===== src/rtl/mips_seq_divider.sv =====
// Multi-cycle restoring divider (DIV/DIVU) for the HI/LO path: one trial-subtract-and-shift step per cycle.
// Optional: define MIPS_DIV_EARLY_OUT_EN to skip the iterations when divisor==0 or |dividend| < |divisor|.
module mips_seq_divider #(
    parameter int WIDTH = 32
) (
    input  logic             clk,
    input  logic             rst_n,
    input  logic             start,
    input  logic             is_signed,
    input  logic [WIDTH-1:0] dividend,
    input  logic [WIDTH-1:0] divisor,
    output logic             busy,
    output logic             done,
    output logic [WIDTH-1:0] quotient,
    output logic [WIDTH-1:0] remainder,
    output logic             div_by_zero
);

    localparam int CW = $clog2(WIDTH);

    typedef enum logic [1:0] {IDLE, RUN, FIX, DONE} state_e;

    state_e           state_q, state_d;
    logic [CW-1:0]    count_q, count_d;
    logic [WIDTH-1:0] prem_q, prem_d;       // partial remainder
    logic [WIDTH-1:0] dvd_q, dvd_d;         // shifting dividend, becomes quotient magnitude
    logic [WIDTH-1:0] dvs_q, dvs_d;         // divisor magnitude
    logic [WIDTH-1:0] orig_q, orig_d;       // unmodified dividend for the divide-by-zero result
    logic             q_neg_q, q_neg_d;
    logic             r_neg_q, r_neg_d;
    logic             zero_q, zero_d;
    logic [WIDTH-1:0] quotient_q, quotient_d;
    logic [WIDTH-1:0] remainder_q, remainder_d;
    logic             dbz_q, dbz_d;

    logic             dvd_neg, dvs_neg;
    logic [WIDTH-1:0] dvd_abs, dvs_abs;
    logic [WIDTH:0]   shifted, diff;

    assign dvd_neg = is_signed & dividend[WIDTH-1];
    assign dvs_neg = is_signed & divisor[WIDTH-1];
    assign dvd_abs = dvd_neg ? -dividend : dividend;
    assign dvs_abs = dvs_neg ? -divisor : divisor;
    assign shifted = {prem_q, dvd_q[WIDTH-1]};
    assign diff    = shifted - {1'b0, dvs_q};

    // NOTE: every signal written here gets its default first, so no path leaves one unassigned and no latch is inferred.
    always_comb begin
        state_d     = state_q;
        count_d     = count_q;
        prem_d      = prem_q;
        dvd_d       = dvd_q;
        dvs_d       = dvs_q;
        orig_d      = orig_q;
        q_neg_d     = q_neg_q;
        r_neg_d     = r_neg_q;
        zero_d      = zero_q;
        quotient_d  = quotient_q;
        remainder_d = remainder_q;
        dbz_d       = dbz_q;

        case (state_q)
            IDLE: begin
                if (start) begin
                    orig_d  = dividend;
                    dvd_d   = dvd_abs;
                    dvs_d   = dvs_abs;
                    q_neg_d = dvd_neg ^ dvs_neg;
                    r_neg_d = dvd_neg;
                    zero_d  = (divisor == '0);
                    prem_d  = '0;
                    count_d = CW'(WIDTH - 1);
                    dbz_d   = 1'b0;
                    state_d = RUN;
`ifdef MIPS_DIV_EARLY_OUT_EN
                    if (divisor == '0 || dvd_abs < dvs_abs) begin
                        prem_d  = dvd_abs;
                        dvd_d   = '0;
                        state_d = FIX;
                    end
`else
`endif
                end
            end
            RUN: begin
                if (!diff[WIDTH]) begin
                    prem_d = diff[WIDTH-1:0];
                    dvd_d  = {dvd_q[WIDTH-2:0], 1'b1};
                end else begin
                    prem_d = shifted[WIDTH-1:0];
                    dvd_d  = {dvd_q[WIDTH-2:0], 1'b0};
                end
                if (count_q == '0) state_d = FIX;
                else               count_d = count_q - CW'(1);
            end
            FIX: begin
                // Modulo negation makes most-negative / -1 come out as most-negative with no special case.
                quotient_d  = q_neg_q ? -dvd_q : dvd_q;
                remainder_d = r_neg_q ? -prem_q : prem_q;
                dbz_d       = zero_q;
                if (zero_q) begin
                    quotient_d  = '1;
                    remainder_d = orig_q;
                end
                state_d = DONE;
            end
            DONE:    state_d = IDLE;
            default: state_d = IDLE;
        endcase
    end

    // NOTE: sequential state uses non-blocking assignments only; datapath scratch registers are
    // deliberately left out of reset because IDLE reloads them before they are ever read.
    always_ff @(posedge clk) begin
        if (!rst_n) begin
            state_q     <= IDLE;
            count_q     <= '0;
            quotient_q  <= '0;
            remainder_q <= '0;
            dbz_q       <= 1'b0;
        end else begin
            state_q     <= state_d;
            count_q     <= count_d;
            quotient_q  <= quotient_d;
            remainder_q <= remainder_d;
            dbz_q       <= dbz_d;
        end
    end

    always_ff @(posedge clk) begin
        prem_q  <= prem_d;
        dvd_q   <= dvd_d;
        dvs_q   <= dvs_d;
        orig_q  <= orig_d;
        q_neg_q <= q_neg_d;
        r_neg_q <= r_neg_d;
        zero_q  <= zero_d;
    end

    assign busy        = (state_q != IDLE);
    assign done        = (state_q == DONE);
    assign quotient    = quotient_q;
    assign remainder   = remainder_q;
    assign div_by_zero = dbz_q;

endmodule


===== config.mk =====
export PLATFORM = sky130hd
export DESIGN_NAME = mips_seq_divider
export DESIGN_NICKNAME = d
export VERILOG_FILES = /design/src/rtl/mips_seq_divider.sv
export SDC_FILE = /design/constraint.sdc
export NUM_CORES = 1
export LEC_CHECK = 0
export ABC_CLOCK_PERIOD_IN_PS = 4900
export BUFFER_PORTS_ARGS = -buffer_cell sky130_fd_sc_hd__buf_4
export CORE_MARGIN = 2
export CORE_UTILIZATION = 55
export DETAILED_ROUTE_END_ITERATION = 7
export PLACE_DENSITY = 0.83
export SLEW_MARGIN = 20
export SYNTH_ARGS = -nofsm -noshare
export SYNTH_HDL_FRONTEND = slang
export SYNTH_SLANG_ARGS = --single-unit

===== constraint.sdc =====
create_clock -name clk -period 4.9 [get_ports clk]
set_input_delay 0 -clock clk [delete_from_list [all_inputs] [get_ports clk]]
set_output_delay 0 -clock clk [all_outputs]
set_load 0.02 [all_outputs]

==> Yosys cells after proc, flatten, opt, wreduce, memory -nomap -nowiden <==
Cells that the tools add are included.
{ "word_totals": {"ff_bits": 203, "out_inout_bits": 67, "input_bits": 68} }
{ "op_classes": {"reduce_logical": 11, "add_sub_neg": 6, "eq_ne": 6, "mux": 20, "bitwise": 3} }
{ "ops": {"columns": ["operator", "n"], "rows": [
  ["32-bit 2-to-1 mux", 9],
  ["32-bit negator", 4],
  ["32-bit case mux with 2 select lines", 2],
  ["33-bit by 32-bit subtractor with 33-bit output", 1],
  ["32-bit zero test", 1],
  ["5-bit 2-to-1 mux", 2],
  ["5-bit case mux with 2 select lines", 1],
  ["2-bit case mux with 4 select lines", 1],
  ["2-bit AND reduction", 4],
  ["2-bit inequality test (second input constant)", 3],
  ["2-bit nonzero test", 3],
  ["5-bit zero test", 1],
  ["5-bit by 1-bit subtractor with 5-bit output (second input constant)", 1],
  ["2-bit equality test (second input constant)", 2],
  ["2-bit 2-to-1 mux", 2],
  ["3-bit AND reduction", 1],
  ["1-bit bitwise AND", 2],
  ["2-bit by 1-bit equality test with 1-bit output (second input constant)", 1],
  ["2-bit zero test", 1],
  ["1-bit 2-to-1 mux", 2],
  ["1-bit case mux with 2 select lines", 1],
  ["1-bit XOR", 1]
]} }

==> Longest topological paths before layout <==
{ "depth": {"word_depth": 4, "depth_mapped": 13, "mapped_depth_nobuf": 11} }

==> Least setup slack after synthesis <==
Ideal clock, no wire load.
{ "synth_path": {"path_type": "register -> register", "startpoint": "reg state_q[0]", "endpoint": "reg dvd_q[0] (enable)", "setup_time_ps": 418, "slack_ps": 706, "period_less_slack_ps": 4194, "arrival_ps": 3776, "path_stages_with_launch": 6, "path_buffers": 0, "required_ps": 4482, "cell_sequence": "dfxtp_1 -> inv_1 -> ha_1 -> and2_1 -> a21oi_1 -> inv_1"} }
{ "synth_between": {"elab_chain_cells": 3, "word_cells_on_any_way": 5, "cone_classes": "eq/ne: 2; reduce/logical: 3"} }
{ "synth_lines": {"columns": ["item", "line", "source"], "rows": [
  ["start, declared", "23", "state_e state_q, state_d;"],
  ["start signal, assigned", "122", "state_q <= state_d;"],
  ["2-bit by 1-bit equality test with 1-bit output / 2-bit zero test (equally long branches)", "62", "case (state_q)"],
  ["2-bit nonzero test (no line) / 2-bit inequality test (equally long branches)", null, null],
  ["2-bit AND reduction (no line) (*)", null, null],
  ["end signal, assigned", "132", "dvd_q <= dvd_d;"],
  ["end, declared", "26", "logic [WIDTH-1:0] dvd_q, dvd_d;"]
]} }
Every way passes the cells marked *; elsewhere a longest branch is shown, timed or not.
A chain may end at the register's enable or synchronous reset.

==> Worst setup path in the final report <==
{ "layout_path": {"startpoint": "reg prem_q[13]", "endpoint": "reg prem_q[28] (data pin)"} }
{ "layout_between": {"elab_chain_cells": 3} }
{ "layout_lines": {"columns": ["item", "line", "source"], "rows": [
  ["start, declared", "25", "logic [WIDTH-1:0] prem_q, prem_d;"],
  ["start signal, assigned", "131", "prem_q <= prem_d;"],
  ["33-bit by 32-bit subtractor with 33-bit output", "45", "assign diff = shifted - {1'b0, dvs_q};"],
  ["32-bit 2-to-1 mux", "86", "if (!diff[WIDTH]) begin"],
  ["32-bit case mux with 2 select lines", "62", null]
]} }
Every way passes these cells.

==> out/qor.txt <==
Setup WS post-layout = 1.36 ns
CTS Buf Count = 23
Setup CP Type = flop to flop
Worst-path clk slew = 0.06 ns
Drt wl/cell = 18.4 um
Pin slew with the least headroom to its limit = 1.08 ns
Setup bufs post-CTS = 0
Worst R2R End = prem_q[28]
Reg2reg start = prem_q[13]
Initial DRC count = 934
Synthesized area per cell = 9.34 sq um
Layout area overhead = 22.0%
RSZ-0062 raised after global routing = false
Num ports = 135
Hold Crit Class = input pin to flop
Cell count of the worst reg-to-reg path = 10
Status = finished, final reports clean
Worst VDD drop = 349 uV
GRT Util Overall = 27.1%
Peak Freq = 283 MHz
Drt drc = 0
Layout Nets = 1602
Post-DP HPWL = 22500 um
Sequential share of the synthesized area = 43.8%
Post-Route WL = 32900 um
Rel. slew slack = 28.0%
Synthesized instance count = 1313
Die Ht = 153 um
Worst-Skew Late Latency = 0.53 ns
DIE AREA = 23500 sq um
FILL cells = 1625
Crit. End Element = flop
Final core occ = 68.5%
Crit path DAT = 3.90 ns
Starting Density = 56.2%
Total Power = 0.00989 W
Reg area = 5380 sq um
Endpoints failing setup = 0
H-tree levels = 1
Setup_tns = 0 ns
Placed cell areas = 13400 sq um
Largest net degree at the start of global routing = 78
FFs w/ async S/R, synth = 0%
Final Skew = 0.0178 ns
Antenna cells = 0
Final hold violations = 0
Vias in the first global route = 10300
Initial antenna violation count = 0
Chip width = 153 um
Min cycle time layout = 3.54 ns
Num rows = 54
Drt via density = 6.03
Worst setup SP type = flop
Ys flop type = edfxtp_1
Final Max Tran Viols = 0
Total number of vias = 10800
IO Port Bufs = 134
#FFs+latches synth = 203
TritonRoute pass-1 iters = 8
Ratio of cells with drive above 1 in the final layout = 13.9%
Lkg Pwr = 5.82 nW
Hold Path Sink = count_q[1]
Multi-input gate area = 6390 sq um
Reg2Reg Setup Slack = 1.36 ns
Placeable Area = 21800 sq um
Post-synth EDFFs = 131
Max-Cap Viols = 0
CTS tree = yes
Post-Syn Area = 12300 sq um
Hold path start = rst_n
Fin crit share = 72.2%
Deepest clock path buffer count = 3
Design area = 15000 sq um
Cells on Worst Hold Path = 2
Pre-CTS WS = 1.41 ns
CP max FO = 26
Pwr Density = 661 nW/um^2
Grt ovf = 0
Post-route antenna net violation count = 0
Syn. warnings = 0
First-pass GRT wire length = 52500 um
Syn_nets = 1424
Critical path data required time = 5.26 ns
Clock Sinks = 203
Yosys cell types = 65
Clk root buf = clkbuf_16
Final GP Congestion = 0.948
[synthesized netlist by cell type (5+ instances only)]
cell type | instances | area (sq um)
o21ai_0 | 132 | 661
edfxtp_1 | 131 | 3930
nand2_1 | 129 | 484
a21oi_1 | 102 | 510
xor2_1 | 78 | 683
dfxtp_1 | 72 | 1440
xnor2_1 | 67 | 587
inv_1 | 63 | 236
clkbuf_1 | 52 | 195
ha_1 | 42 | 526
nor2_1 | 40 | 150
nand3_1 | 38 | 190
nor3_1 | 36 | 180
o31ai_1 | 33 | 248
nor2b_1 | 32 | 200
mux2i_1 | 28 | 280
o21ai_1 | 21 | 105
a21o_1 | 16 | 120
or3_1 | 16 | 100
nand2b_1 | 12 | 75.1
nand3b_1 | 12 | 90.1
or4_1 | 12 | 90.1
and2_1 | 11 | 68.8
o221a_2 | 11 | 124
o41ai_1 | 11 | 96.3
buf_2 | 9 | 45.0
nand4_1 | 8 | 50.1
nor4_1 | 8 | 50.1
o211ai_1 | 8 | 60.1
a211oi_1 | 7 | 52.6
and3_1 | 6 | 37.5
o21a_1 | 5 | 37.5
o22ai_1 | 5 | 31.3
or2_2 | 5 | 31.3
[metrics by stage]
stage,std cells,hold slack [ns]
after detailed placement,1670,0.217
after global routing,1787,0.0661
after CTS,1787,0.0260
after global placement,1670,0.214
after floorplan,1313,0.0989
final,1787,0.0516
[critical path, stage by stage, from the launching register on]
cell and delay [ns]:
edfxtp_1 0.50, ha_1 0.50, nand4_2 0.18, or4_1 0.54, a211oi_2 0.20, o21ai_1 0.19
and2_4 0.23, o311ai_4 0.29, buf_4 0.35, o21ai_1 0.18, o22ai_1 0.22
[cell usage in the layout, fill, tap and decap left out, types with 5 or more instances in the layout]
cell	count
or4_1	12
o21ai_1	21
or2_2	5
nor2b_1	32
o22ai_1	5
xnor2_1	67
buf_4	143
mux2i_1	28
edfxtp_1	131
ha_1	40
clkinv_2	5
nor3_1	36
and3_1	6
xor2_1	78
o21a_1	5
dfxtp_1	72
nand3b_1	12
nor4_1	8
inv_1	62
o221a_2	11
nand2b_1	12
nand2_1	129
o21ai_0	132
clkbuf_16	24
a211oi_1	7
or3_1	16
dlygate4sd3_1	76
a21oi_1	102
o41ai_1	11
nand3_1	38
o31ai_1	33
nand4_1	8
a21o_1	16
nor2_1	40
o211ai_1	8
and2_1	10
[how the worst max path moves through the flow]
stage | startpoint | end | depth (start not counted)
final | prem_q[13] | prem_q[28] | 10
after global routing | prem_q[13] | prem_q[0] | 10
after CTS | prem_q[13] | prem_q[27] | 10
after detailed placement | prem_q[13] | prem_q[15] | 10
after global placement | prem_q[14] | prem_q[0] | 10
after floorplan | state_q[0] | dvd_q[0] | 5
[area by class of cell]
cell class	instances	area share, %
multi-input combinational	980	42.7
sequential	203	35.9
timing repair buffer	219	12.3
clock buffer	31	4.39
tap	280	2.34
inverter	64	1.61
clock inverter	10	0.753
[per-layer routing]
layer / GRT usage, % / wire length, um
met3: 3.91 / 2740
met1: 36.0 / 13500
met2: 45.9 / 15600
met4: 8.51 / 1020
met5: 0 / 0
[cells by family (layout without fill, tap and decap cells)]
| logic type | Yosys count | after routing | share of synthesized area, % |
|---|---|---|---|
| AOI/OAI and AO/OA | 387 | 387 | 19.4 |
| xor gates and xnor gates | 145 | 145 | 10.4 |
| adders and majority gates | 43 | 43 | 4.45 |
| buffers and inverters | 130 | 324 | 4.19 |
| DFF | 203 | 203 | 43.8 |
| muxes | 28 | 28 | 2.29 |
| and+or+nand+nor | 377 | 377 | 15.5 |
[state kept, by name, summed over array words and instances (netlist names), 2 cells and up]
register,flops
dvd_q,32
state_q,2
quotient,32
remainder,32
dvs_q,32
prem_q,32
count_q,5
orig_q,32
[timing repair]
item,CTS,global route
hold buffers,76,0
gates resized for setup,0,0
endpoints found under the setup margin,0,0
endpoints found under the hold margin,98,0
[report_power, final]
part           internal (W)  total (W)  switching [W]
Combinational       0.00191    0.00485        0.00294
Sequential          0.00265    0.00329       0.000640
Clock               0.00105    0.00175       0.000704
Note: power is estimated with default switching activity, not from simulation.
